==> config.mk <==
export PLATFORM = sky130hd
export DESIGN_NAME = aes_spi_master
export DESIGN_NICKNAME = d
export VERILOG_FILES = /design/src/rtl/aes_spi_master.sv
export SDC_FILE = /design/constraint.sdc
export NUM_CORES = 1
export LEC_CHECK = 0
export BUFFER_PORTS_ARGS = -buffer_cell sky130_fd_sc_hd__buf_2
export CORE_MARGIN = 2
export CORE_UTILIZATION = 56
export CTS_CLUSTER_SIZE = 16
export DETAILED_ROUTE_END_ITERATION = 12
export PLACE_DENSITY_LB_ADDON = 0.12
export SLEW_MARGIN = 20
export SYNTH_ARGS = -nofsm -noshare
export SYNTH_HDL_FRONTEND = slang
export SYNTH_SLANG_ARGS = --single-unit
==> constraint.sdc <==
create_clock -name in_clk -period 2.45 [get_ports in_clk]
set_clock_uncertainty 0.1 [all_clocks]
set_input_delay 0 -clock in_clk [delete_from_list [all_inputs] [get_ports in_clk]]
set_output_delay 0 -clock in_clk [all_outputs]
set_load 0.005 [all_outputs]
==> src/rtl/aes_spi_master.sv <==
// aes_spi_master
// Serial master that feeds one AES slave (encrypt or decrypt unit). It runs a
// free-running loop: idle for 4 cycles, latch {message, key}, shift it out on
// Mosi MSB first, wait for the slave's start bit on Miso, shift 128 result bits
// in, then publish them on Sipo_Register for one DONE cycle and start again.
//
// Handshake: cs_enc_dec is active-low. While cs_enc_dec=1 the transfer is idle
// and Sipo_Register is stable, so downstream logic may capture it any cycle
// cs_enc_dec is high. Mosi is driven on the rising edge and is sampled by the
// slave on the following rising edge; Miso is sampled on every rising edge.
//
// Ports
//   in_clk         system clock (shared with the slave)
//   rst            synchronous, active-high reset
//   from_Real_msg  128-bit block to send
//   from_Real_key  32*nk-bit key to send
//   Miso           serial data from slave
//   cs_enc_dec     chip select to slave, active-low
//   Mosi           serial data to slave
//   out_clk        in_clk gated by chip select (informational only)
//   Sipo_Register  last completed 128-bit result, MSB = first bit received
//   state_dbg      current FSM state: 0 idle, 1 send, 2 wait, 3 recv, 4 done
module aes_spi_master #(
    parameter int nk = 4,
    parameter int nb = 4,
    parameter int nr = 10
) (
    input  logic                 in_clk,
    input  logic                 rst,
    input  logic [32*nb-1:0]     from_Real_msg,
    input  logic [32*nk-1:0]     from_Real_key,
    input  logic                 Miso,
    output logic                 cs_enc_dec,
    output logic                 Mosi,
    output logic                 out_clk,
    output logic [32*nb-1:0]     Sipo_Register,
    output logic [2:0]           state_dbg
);

    localparam int BLK_W = 32 * nb;
    localparam int TX_W  = BLK_W + 32 * nk;

    localparam logic [10:0] IDLE_LAST = 11'd3;
    localparam logic [10:0] SEND_LAST = 11'(TX_W - 1);
    localparam logic [10:0] WAIT_LAST = 11'd1023;
    localparam logic [10:0] RECV_LAST = 11'(BLK_W - 1);

    // The round count does not affect master timing; it only has to agree
    // with the slave, so reject inconsistent AES configurations at elaboration.
    if (nb != 4 || nr != nk + 6) begin : g_bad_cfg
        $error("aes_spi_master: unsupported nk/nb/nr combination");
    end

    typedef enum logic [2:0] {
        ST_IDLE = 3'd0,
        ST_SEND = 3'd1,
        ST_WAIT = 3'd2,
        ST_RECV = 3'd3,
        ST_DONE = 3'd4
    } state_t;

    state_t              state;
    logic [10:0]         cnt;
    logic [TX_W-1:0]     tx_shift;
    logic [BLK_W-1:0]    rx_shift;

    always_ff @(posedge in_clk) begin
        if (rst) begin
            state         <= ST_IDLE;
            cnt           <= '0;
            tx_shift      <= '0;
            rx_shift      <= '0;
            cs_enc_dec    <= 1'b1;
            Mosi          <= 1'b0;
            Sipo_Register <= '0;
        end else begin
            case (state)
                ST_IDLE: begin
                    cs_enc_dec <= 1'b1;
                    Mosi       <= 1'b0;
                    if (cnt == IDLE_LAST) begin
                        // The first bit goes straight to Mosi, so the shifter
                        // keeps only the remaining bits, already left-aligned.
                        tx_shift   <= {from_Real_msg[BLK_W-2:0], from_Real_key, 1'b0};
                        Mosi       <= from_Real_msg[BLK_W-1];
                        cs_enc_dec <= 1'b0;
                        cnt        <= '0;
                        state      <= ST_SEND;
                    end else begin
                        cnt <= cnt + 11'd1;
                    end
                end
                ST_SEND: begin
                    if (cnt == SEND_LAST) begin
                        Mosi  <= 1'b0;
                        cnt   <= '0;
                        state <= ST_WAIT;
                    end else begin
                        Mosi     <= tx_shift[TX_W-1];
                        tx_shift <= {tx_shift[TX_W-2:0], 1'b0};
                        cnt      <= cnt + 11'd1;
                    end
                end
                ST_WAIT: begin
                    if (Miso) begin
                        cnt   <= '0;
                        state <= ST_RECV;
                    end else if (cnt == WAIT_LAST) begin
                        // Slave never answered: abandon, keep old result.
                        cnt        <= '0;
                        cs_enc_dec <= 1'b1;
                        state      <= ST_IDLE;
                    end else begin
                        cnt <= cnt + 11'd1;
                    end
                end
                ST_RECV: begin
                    rx_shift <= {rx_shift[BLK_W-2:0], Miso};
                    if (cnt == RECV_LAST) begin
                        // Publish together with cs rising so the result is
                        // already valid during the DONE cycle.
                        Sipo_Register <= {rx_shift[BLK_W-2:0], Miso};
                        cs_enc_dec    <= 1'b1;
                        cnt           <= '0;
                        state         <= ST_DONE;
                    end else begin
                        cnt <= cnt + 11'd1;
                    end
                end
                ST_DONE: begin
                    cs_enc_dec <= 1'b1;
                    Mosi       <= 1'b0;
                    cnt        <= '0;
                    state      <= ST_IDLE;
                end
                default: begin
                    cs_enc_dec <= 1'b1;
                    Mosi       <= 1'b0;
                    cnt        <= '0;
                    state      <= ST_IDLE;
                end
            endcase
        end
    end

    assign out_clk   = in_clk & ~cs_enc_dec;
    assign state_dbg = state;

endmodule

# Word-level counts from Yosys, hierarchy flattened
# Index checks and enable logic that the tools add are counted.
# totals
ff_bits	527
latchBits	0
mem_bits_rw	0
rom_bits	0
input_bits	259
mem_count	0
# op_classes
add_sub_neg	1
multipliers	0
div_mod_pow	0
order_cmp	0
eq_ne	14
shift	0
muxes	23
bitwise	3
reduce_logical	7
# op_table
cell	n
256-bit two-way mux	2
256-bit one-hot mux with 2 select lines	1
11-bit two-way mux	5
11-bit one-hot mux with 4 select lines	1
3-bit two-way mux	5
2-bit != test, second input constant	6
3-bit one-hot mux with 4 select lines	1
11-bit by 1-bit adder with 11-bit output, second input constant	1
11-bit by 10-bit == test with 1-bit output, second input constant	1
11-bit by 2-bit == test with 1-bit output, second input constant	1
11-bit by 7-bit == test with 1-bit output, second input constant	1
11-bit by 8-bit == test with 1-bit output, second input constant	1
4-bit AND reduction	2
3-bit by 2-bit == test with 1-bit output, second input constant	2
1-bit two-way mux	6
1-bit one-hot mux with 4 select lines	1
3-bit by 1-bit == test with 1-bit output, second input constant	1
3-bit logical NOT	1
3-bit != test, second input constant	1
1-bit one-hot mux with 3 select lines	1
3-bit AND reduction	1
1-bit NOT	2
2-bit AND reduction	1
2-bit nonzero test	1
other kinds (2)	2

# Longest topological paths before layout
# Gate-level depths: netlist of run 1.
# logic_depth
word_depth	4
ltp_mapped	9

==> results of run 1 <==
[cell families (layout without fill, tap and decap cells)]
group                      Yosys count  count (layout)  synth area share
muxes                              255             255             0.118
DFF                                526             526             0.488
adders and majority gates            1               1          0.000579
other                                0               3                 0
buffers and inverters              233             807            0.0518
xor gates and xnor gates             7               7           0.00284
AOI/OAI and AO/OA                  523             523             0.177
and+or+nand+nor                    818             818             0.162
[power by group]
group          switching (mW)  leakage [nW]  internal, mW
combinational            5.40          6.76          4.44
sequential               1.03          4.27          10.3
clock                    3.36         0.864          4.64
total                    9.79          11.9          19.4
[metrics by stage]
| step | instance area (sq um) | setup WS [ps] |
|---|---|---|
| after floorplan | 21600 | 288 |
| after global placement | 23800 | 230 |
| after detailed placement | 23800 | 111 |
| after CTS | 28100 | 88.3 |
| after global routing | 28200 | -20.4 |
| final | 28200 | 5.36 |
[tightest hold or removal path, delay by kind of cell]
family	cells	cell delay [ps]
compound gates	1	70
buf+inv	2	660
simple gates	1	80
[per-layer routing]
layer	vias to the layer above	track usage	part of all wire
met5	-	0	0
met4	0	0.175	0.055
met3	246	0.0659	0.070
met2	845	0.495	0.48
met1	9379	0.366	0.40
li1	9409	-	-
[state kept, by name, indices dropped and copies added, names as in the netlist]
signal / flops
Mosi: 1
Sipo_Register: 128
cs_enc_dec: 1
tx_shift: 255
cnt: 11
rx_shift: 127
state_dbg: 3
[worst paths after layout]
path / from / end / slack (ps)
worst min-delay path: from_Real_msg[127] / Mosi / 40
worst max-delay path: cnt[9] / tx_shift[236] / 5
worst min register to register: Sipo_Register[22] / Sipo_Register[22] / 350
worst max register to register: cnt[9] / tx_shift[236] / 5
[cells in the final DEF (no fill, tap or decap), drive strengths merged, types with 3 or more instances in the layout]
| master | instances |
|---|---|
| dfxtp | 526 |
| nand2 | 515 |
| nor2 | 6 |
| nand2b | 3 |
| dlygate4sd3 | 259 |
| xnor2 | 5 |
| a211oi | 256 |
| clkinv | 10 |
| diode | 3 |
| clkbuf | 86 |
| mux2i | 255 |
| nor3 | 266 |
| inv | 3 |
| buf | 447 |
| a21oi | 258 |
| nand3 | 4 |
| nor4 | 6 |
[cell usage after synthesis, drive strengths merged (2+ instances only)]
| library cell | instances | area [sq um] |
|---|---|---|
| a31oi | 2 | 12.5 |
| buf | 112 | 664 |
| xor2 | 2 | 17.5 |
| dfxtp | 526 | 10500 |
| clkbuf | 120 | 450 |
| nor4 | 6 | 37.5 |
| a211oi | 256 | 2420 |
| nand2b | 3 | 18.8 |
| nand4 | 2 | 12.5 |
| a2111oi | 2 | 36.3 |
| or3b | 2 | 17.5 |
| nor2 | 6 | 22.5 |
| nor2b | 2 | 12.5 |
| nand2 | 515 | 1930 |
| a21oi | 258 | 1290 |
| nand3 | 4 | 20.0 |
| or2 | 2 | 15.0 |
| nor3 | 266 | 1330 |
| nand3b | 2 | 15.0 |
| mux2i | 255 | 2550 |
| xnor2 | 5 | 43.8 |
[layout make-up]
cell class                 instances  area (sq um)
clock inverter                    14           119
sequential                       526         10500
tap                              511           639
inverter                           1          3.75
timing repair buffer             707          5330
fill                            2632          9610
multi-input combinational       1604          9980
clock buffer                      85          1620
antenna                            3          7.51
[repair_timing]
| action | in CTS | in global routing |
|---|---|---|
| setup buffers | 0 | 3 |
| resized for setup | 0 | 8 |
| endpoints found under the setup margin | 0 | 27 |
| hold buffers | 259 | 0 |
| hold endpoints to repair | 294 | 0 |
==> run metrics, run 1 <==
CTS tree=built; peak supply drop=roughly 0.73 mV; DRT iter0 DRCs=roughly 1400; first-pass GRT wire length=between 100000 and 150000 um; clock slew at reported path FFs=approximately 70 ps; average wire per standard cell=about 18 um; TritonRoute pass-1 iters=6; clock latency on the worst-skew pair=around 700 ps; area grow syn2layout=30.7%; Slew Limit Fails=0; sequential element share of the synthesized area=0.488; largest net degree at the start of global routing=150; #FFs+latches synth=roughly 530; placed cells=about 3100; syn nets=2623; vias per cell=slightly below 6; Crit Path Max Fanout=37; setup TNS=0 ps; via count=around 20000; Critical Path RT=slightly below 3000 ps; buffers added on ports=around 390; period utilization=0.998; Critical Path Max Stage Delay=530 ps; Lkg Pwr=~12 nW; Chip Height=about 200 um; GP Congestion=slightly below 0.9; Final Hold Viols=0; Final nets=between 3000 and 4000; Cells after Synth=about 2400; CP bufs+invs=2; row count=between 70 and 80; initial antenna violation count=3; RSZ-0062 raised after global routing=true; Non-Filler Instances=3451; Post-synth EDFFs=0; Initial Utilization=0.571; Reg2Reg Depth=6; Critical Path Stages=6; crit path cell chain=or4_1 -> and4bb_4 -> buf_12 -> buf_6 -> nor3_1 -> a211oi_2; Main synth FF type=dfxtp_1; core area=about 38000 sq um; layout cells sized above 1=0.219; CP endpoint kind=flip-flop; Syn Std Cell Area=21600 sq um; IO Count=slightly below 400; # DRC=0; max_cap viols=0; Avg Cell Area, Syn=approximately 9.1 sq um; Routed WL=around 64000 um; GRT Resource Usage Total=0.302; hpwl dp=about 33000 um; Yosys cell types=43; antenna-violating nets left=0; CP top delay family=simple AND/OR/NAND/NOR gates; ratio of total power to cell area=around 1000 nW/um^2; vias in the first global route=19800; die area=~40000 sq um; Final Core Density=0.746; final setup fails=0; Final Critical Period=around 2400 ps; Synth warnings=0; startpoint types=flip-flop; hold crit path type=input port to flip-flop; type of the worst setup path=flip-flop to flip-flop; Die Wd=~200 um; status=completed; FFs w/ async S/R, synth=0; Worst path slowest cell=or4_1; final hold slack=between 30 and 40 ps; Rel. slew slack=0.443; hold path cells=4; final total power=between 20 and 30 mW; total gr overflow=0; Max Clk Rate=409 MHz; Worst Tran Pin Value=approximately 830 ps; Critical Path AT=between 2000 and 3000 ps
(Power assumes the default switching activity.)
==> inputs of run 2 (changes only) <==
--- a/config.mk
+++ b/config.mk
@@ -10,6 +10,7 @@
 export CORE_UTILIZATION = 56
 export CTS_CLUSTER_SIZE = 16
 export DETAILED_ROUTE_END_ITERATION = 12
+export MAX_ROUTING_LAYER = met4
 export PLACE_DENSITY_LB_ADDON = 0.12
 export SLEW_MARGIN = 20
 export SYNTH_ARGS = -nofsm -noshare
==> run 2 against run 1 <==
The run now ends with negative setup slack left. Wire length is 0.34% higher. First-iteration DRC count is 0.43% lower. Clock-buffer cell count stayed put. Non-clock buffer count is 2 higher. Clock power hardly changed. Combinational power is 1% higher. Register-to-register slack hardly changed. Total power is 0.37% higher. Highest routed layer unchanged. Via count is 0.53% higher. Maximum frequency is 0.33% lower. Global-route usage is 0.94 points higher.
==> run metrics, run 2 (same netlist as run 1, synthesis figures left out) <==
status=finished, violations left; failing checks=negative setup slack; vias in the first global route=19800 (+0.10%); clock latency on the worst-skew pair=710 ps (about the same); R2R Setup Slk=-3 ps (about the same); Net Sw Power=9.83 mW (+0.34%); peak supply drop=0.703 mV (-4.3%); hpwl dp=33500 um (unchanged); hold crit path type=input port to flip-flop; type of the worst setup path=flip-flop to flip-flop; max reg flops=255 (unchanged); placed cells=3086 (unchanged); CTS tree=built; Critical Path RT=2950 ps (about the same); Initial Utilization=0.571 (unchanged); Worst path slowest cell=or4_4; Routed WL=63900 um (+0.34%); GRT Resource Usage Total=0.311 (+0.00939); clock power share=0.273 (about the same); # DRC=0 (unchanged); IO Count=393 (unchanged); startpoint types=flip-flop; Largest Register=tx_shift; CP endpoint kind=flip-flop; Final nets=3158 (+0.063%); commonest cells after routing, fill and taps aside=dfxtp_1, nand2_1, buf_2, nor3_1, dlygate4sd3_1; final setup fails=1 (+1); buffers added on ports=392 (unchanged); DRT iter0 DRCs=1403 (-0.43%); Seq pwr share=0.388 (about the same); average wire per standard cell=18.5 um (+0.25%); Non-Filler Instances=3454 (+0.087%); vias per cell=5.79 (+0.44%); commonest non-fill, non-tap cell in the layout=dfxtp_1; CP top delay family=simple AND/OR/NAND/NOR gates; Pint=19.5 mW (+0.38%); worst setup margin=-2.83 ps (-8.19 ps); met1 wire length=25700 um (+1.0%); TritonRoute pass-1 iters=7 (+1); clock slew at reported path FFs=70 ps (about the same); area grow syn2layout=31.0%; highest routed layer=met4; via count=20000 (+0.53%); met2 wire length=30600 um (+0.88%); Lkg Pwr=11.9 nW (+0.18%); Reg2Reg Depth=6 (unchanged); total gr overflow=0 (unchanged); die area=40200 sq um (unchanged); core area=37800 sq um (unchanged); Rel. slew slack=0.452 (+0.00817); antenna-violating nets left=0 (unchanged); CP bufs+invs=2 (unchanged); Crit Path Max Fanout=37 (unchanged); first-pass GRT wire length=101000 um (about the same); GP Congestion=0.905 (+1.7%); Chip Height=200 um (unchanged); met3 WL=4260 um (-4.2%); period utilization=1.00 (+0.00334); row count=71 (unchanged); Max Clk Rate=408 MHz (-0.33%); crit path cell chain=or4_4 -> and4bb_4 -> buf_12 -> buf_4 -> nor3_1 -> a211oi_2; layout cells sized above 1=0.220 (+0.00121); Switching Share=0.335 (about the same); largest net degree at the start of global routing=150 (unchanged); hold path cells=4 (unchanged); Critical Path AT=2950 ps (about the same); initial antenna violation count=3 (unchanged); Final Critical Period=2450 ps (+8.19 ps); Die Wd=200 um (unchanged); ratio of total power to cell area=1040 nW/um^2 (+0.15%); placed cell area=23800 sq um (unchanged); Slew Limit Fails=0 (unchanged); Critical Path Stages=6 (unchanged); max_cap viols=0 (unchanged); Comb power frac=0.339 (+0.002); Regs by FF count=tx_shift (255), Sipo_Register (128), rx_shift (127); final instance area=28300 sq um (+0.21%); Worst Tran Pin Value=823 ps (-12.3 ps); Critical Path Max Stage Delay=520 ps (about the same); Final Hold Viols=0 (unchanged)
run 2: changes by cell type in the layout (fill, tap and decap cells not counted):
cell	before	now
a211oi_1	154	153
a211oi_2	102	103
buf_16	2	3
buf_4	30	31
buf_6	2	1
clkbuf_16	57	58
diode_2	3	4
or4_1	1	0
or4_4	0	1
run 2: worst reg2reg max path: cells and delay by family (launching register included):
kind	cells	cell delay (ps)
compound gates	1	320
buf+inv	2	500
flops	1	370
simple gates	3	1060
run 2: final timing paths:
check,from,end
max,cnt[9],tx_shift[236]
min,from_Real_msg[127],Mosi
max reg2reg,cnt[9],tx_shift[236]
min reg2reg,Sipo_Register[22],Sipo_Register[22]
run 2: what timing repair did:
item,4_1_cts,5_1_grt
endpoints found under the setup margin,0,22
hold buffers,259,0
gates resized for setup,0,10
setup buffers,0,4
endpoints found under the hold margin,294,0
run 2: final cells by class:
cell class | instances | area (sq um)
Sequential cell | 526 | 10500
Multi-Input combinational cell | 1604 | 9990
Fill cell | 2619 | 9550
Timing Repair Buffer | 709 | 5380
Clock buffer | 85 | 1620
Tap cell | 511 | 639
Clock inverter | 14 | 119
Antenna cell | 4 | 10.0
Inverter | 1 | 3.75
run 2: power by group through the flow:
| stage | clock network [mW] | registers, mW | logic, mW |
|---|---|---|---|
| floorplan | 0.00519 | 11.1 | 7.49 |
| global placement | 0.00619 | 11.3 | 8.65 |
| detailed placement | 0.00619 | 11.4 | 8.95 |
| CTS | 8.14 | 11.2 | 9.33 |
| global route | 8.50 | 11.5 | 10.7 |
| finish | 8.01 | 11.4 | 9.95 |
run 2: routing by layer:
metal	vias up	global-route usage
met1	9479	0.369
li1	9414	-
met2	848	0.495
met3	243	0.0633
met4	0	0.176
met5	-	-
run 2: stage by stage:
step | hold slack [ps] | total power, mW | util | worst slack (ps) | TNS, ps
2_1_floorplan | 31.4 | 18.6 | - | 288 | 0
3_3_place_gp | 96.3 | 20.0 | 0.629 | 230 | 0
3_5_place_dp | 96.3 | 20.3 | 0.629 | 111 | 0
4_1_cts | 9.50 | 28.7 | 0.743 | 88.3 | 0
5_1_grt | 44.2 | 30.7 | 0.748 | -71.4 | -111
6_report | 44.6 | 29.3 | 0.748 | -2.83 | -2.83
==> inputs of run 3 (changes only) <==
--- a/config.mk
+++ b/config.mk
@@ -6,8 +6,10 @@
 export NUM_CORES = 1
 export LEC_CHECK = 0
 export BUFFER_PORTS_ARGS = -buffer_cell sky130_fd_sc_hd__buf_2
+export CELL_PAD_IN_SITES_DETAIL_PLACEMENT = 0
+export CELL_PAD_IN_SITES_GLOBAL_PLACEMENT = 1
 export CORE_MARGIN = 2
-export CORE_UTILIZATION = 56
+export CORE_UTILIZATION = 38
 export CTS_CLUSTER_SIZE = 16
 export DETAILED_ROUTE_END_ITERATION = 12
 export MAX_ROUTING_LAYER = met4
==> constraint.sdc (replaced) <==
create_clock -name in_clk -period 2 [get_ports in_clk]
set_clock_uncertainty 0.1 [all_clocks]
set_input_delay 0 -clock in_clk [delete_from_list [all_inputs] [get_ports in_clk]]
set_output_delay 0 -clock in_clk [all_outputs]
set_load 0.01 [all_outputs]
==> run 3 against run 2 <==
The flow still finishes with violations (negative setup slack). Combinational power is 31% higher. Wire length increased by 5.4%. Sequential share of layout area decreased by 2.6 points. Worst setup slack lost 190 ps. Largest power group unchanged.
==> run metrics, run 3 (same netlist as run 1, synthesis figures left out) <==
Largest Register=tx_shift; GRT Resource Usage Total=0.219 (-0.0924); placed cell area=24700 sq um (+3.8%); RSZ-0062 raised after global routing=true; total gr overflow=0 (unchanged); Critical R2R Launch=cnt[10]; area grow syn2layout=40.7%; failing checks=negative setup slack; worst setup path start=cnt[10]; Crit Path Max Fanout=23 (-38%); Reg2Reg Depth=6 (unchanged); final setup fails=360 (+359); hold_sp=Miso; final total power=37.6 mW (+28%); hpwl dp=39700 um (+19%); GP Congestion=0.824 (-9.0%); vias per cell=5.14 (-11%); R2R Setup Slk=-190 ps (-190 ps); antenna-violating nets left=0 (unchanged); commonest non-fill, non-tap cell in the layout=dfxtp_1; r2r endpoint=tx_shift[67]; Chip Height=242 um (+21%); first-pass GRT wire length=103000 um (+1.6%); clock latency on the worst-skew pair=730 ps (+20 ps); max_cap viols=0 (unchanged); startpoint types=flip-flop; period utilization=1.10 (+0.0942); Lkg Pwr=12.7 nW (+6.9%); clock slew at reported path FFs=60 ps (about the same); die area=58800 sq um (+46%); DRT iter0 DRCs=1060 (-24%); IO Count=393 (unchanged); core area=56300 sq um (+49%); Slew Limit Fails=0 (unchanged); status=finished, violations left; Die Wd=242 um (+21%); average wire per standard cell=17.8 um (-4.1%); met2 wire length=31700 um (+3.7%); Initial Utilization=0.384 (-0.187); TritonRoute pass-1 iters=5 (-2); type of the worst setup path=flip-flop to flip-flop; via count=19500 (-2.4%); Worst Tran Pin Value=716 ps (-107 ps); final instance area=30400 sq um (+7.4%); Critical Path AT=2650 ps (-300 ps); met1 wire length=30200 um (+18%); commonest cells after routing, fill and taps aside=dfxtp_1, nand2_1, buf_2, nor3_1, dlygate4sd3_1; ratio of total power to cell area=1240 nW/um^2 (+20%); final hold slack=72.1 ps (+27.5 ps); CP endpoint kind=flip-flop; Final nets=3257 (+3.1%); buffers added on ports=392 (unchanged); Setup crit end=tx_shift[67]; Non-Filler Instances=3794 (+9.8%); met3 WL=3190 um (-25%); Regs by FF count=tx_shift (255), Sipo_Register (128), rx_shift (127); Rel. slew slack=0.523 (+0.0713); initial antenna violation count=0 (-3); Max Clk Rate=456 MHz (+12%); Routed WL=67400 um (+5.4%); ant diodes=0 (-4); Final Hold Viols=0 (unchanged); # DRC=0 (unchanged); worst setup margin=-191 ps (-188 ps); Final Critical Period=2190 ps (-262 ps); highest routed layer=met4; placed cells=3385 (+9.7%); row count=87 (+23%); max reg flops=255 (unchanged); vias in the first global route=18900 (-4.8%); CTS tree=built; layout cells sized above 1=0.263 (+0.0425); largest net degree at the start of global routing=149 (-0.67%); Final Core Density=0.540 (-0.208); Critical Path RT=2460 ps (-490 ps); hold crit path type=input port to flip-flop; peak supply drop=0.727 mV (+3.3%)
-- run 3: cell types whose count changed in the layout (fill, tap and decap cells not counted), sizes merged --
cell         before  now
bufbuf            0    2
dlygate4sd3     259  260
diode             4    0
clkbuf           87   98
bufinv            1    5
buf             448  529
-- run 3: critical path, stage by stage (launching register included) --
cell and delay [ps]:
dfxtp_2 320, or4_4 530, and4bb_4 400, or2_4 220, buf_12 170, buf_12 180
a211oi_1 90
-- run 3: metrics by stage --
stage	setup slack (ps)	TNS (ps)
after global routing	-252	-66550
after CTS	-189	-48330
final	-191	-40230
after global placement	-226	-53120
after floorplan	-80.4	-10370
after detailed placement	-267	-55870
-- run 3: area by class of cell --
type / instances / area, sq um
inverter: 1 / 3.75
clock inverter: 18 / 248
tap: 756 / 946
clock buffer: 85 / 1710
sequential: 526 / 10500
multi-input combinational: 1604 / 10200
timing repair buffer: 804 / 6790
fill: 5122 / 25900
-- run 3: report_power, final --
group	internal [mW]	switching, mW	total (mW)
sequential	12.6	1.09	13.7
combinational	6.49	6.53	13.0
clock	6.53	4.35	10.9
-- run 3: worst min-delay path by stage --
stage	slack (ps)	to	cells after the start
detailed placement	110	out_clk	2
finish	70	Sipo_Register[0]	4
global placement	110	out_clk	2
global route	70	tx_shift[78]	4
floorplan	40	rx_shift[0]	2
CTS	30	Sipo_Register[0]	4
-- run 3: per-layer routing --
| layer | GRT usage | up-vias |
|---|---|---|
| li1 | - | 9616 |
| met1 | 0.280 | 9336 |
| met2 | 0.342 | 431 |
| met3 | 0.0403 | 131 |
| met4 | 0.0871 | 0 |
| met5 | - | - |
-- run 3: repair_timing --
| action | CTS | global route |
|---|---|---|
| hold buffers | 260 | 0 |
| buffers inserted | 8 | 14 |
| endpoints found under the setup margin | 394 | 395 |
| resized for setup | 20 | 84 |
| cloned | 4 | 21 |
| endpoints found under the hold margin | 412 | 0 |
| pin swaps | 8 | 11 |
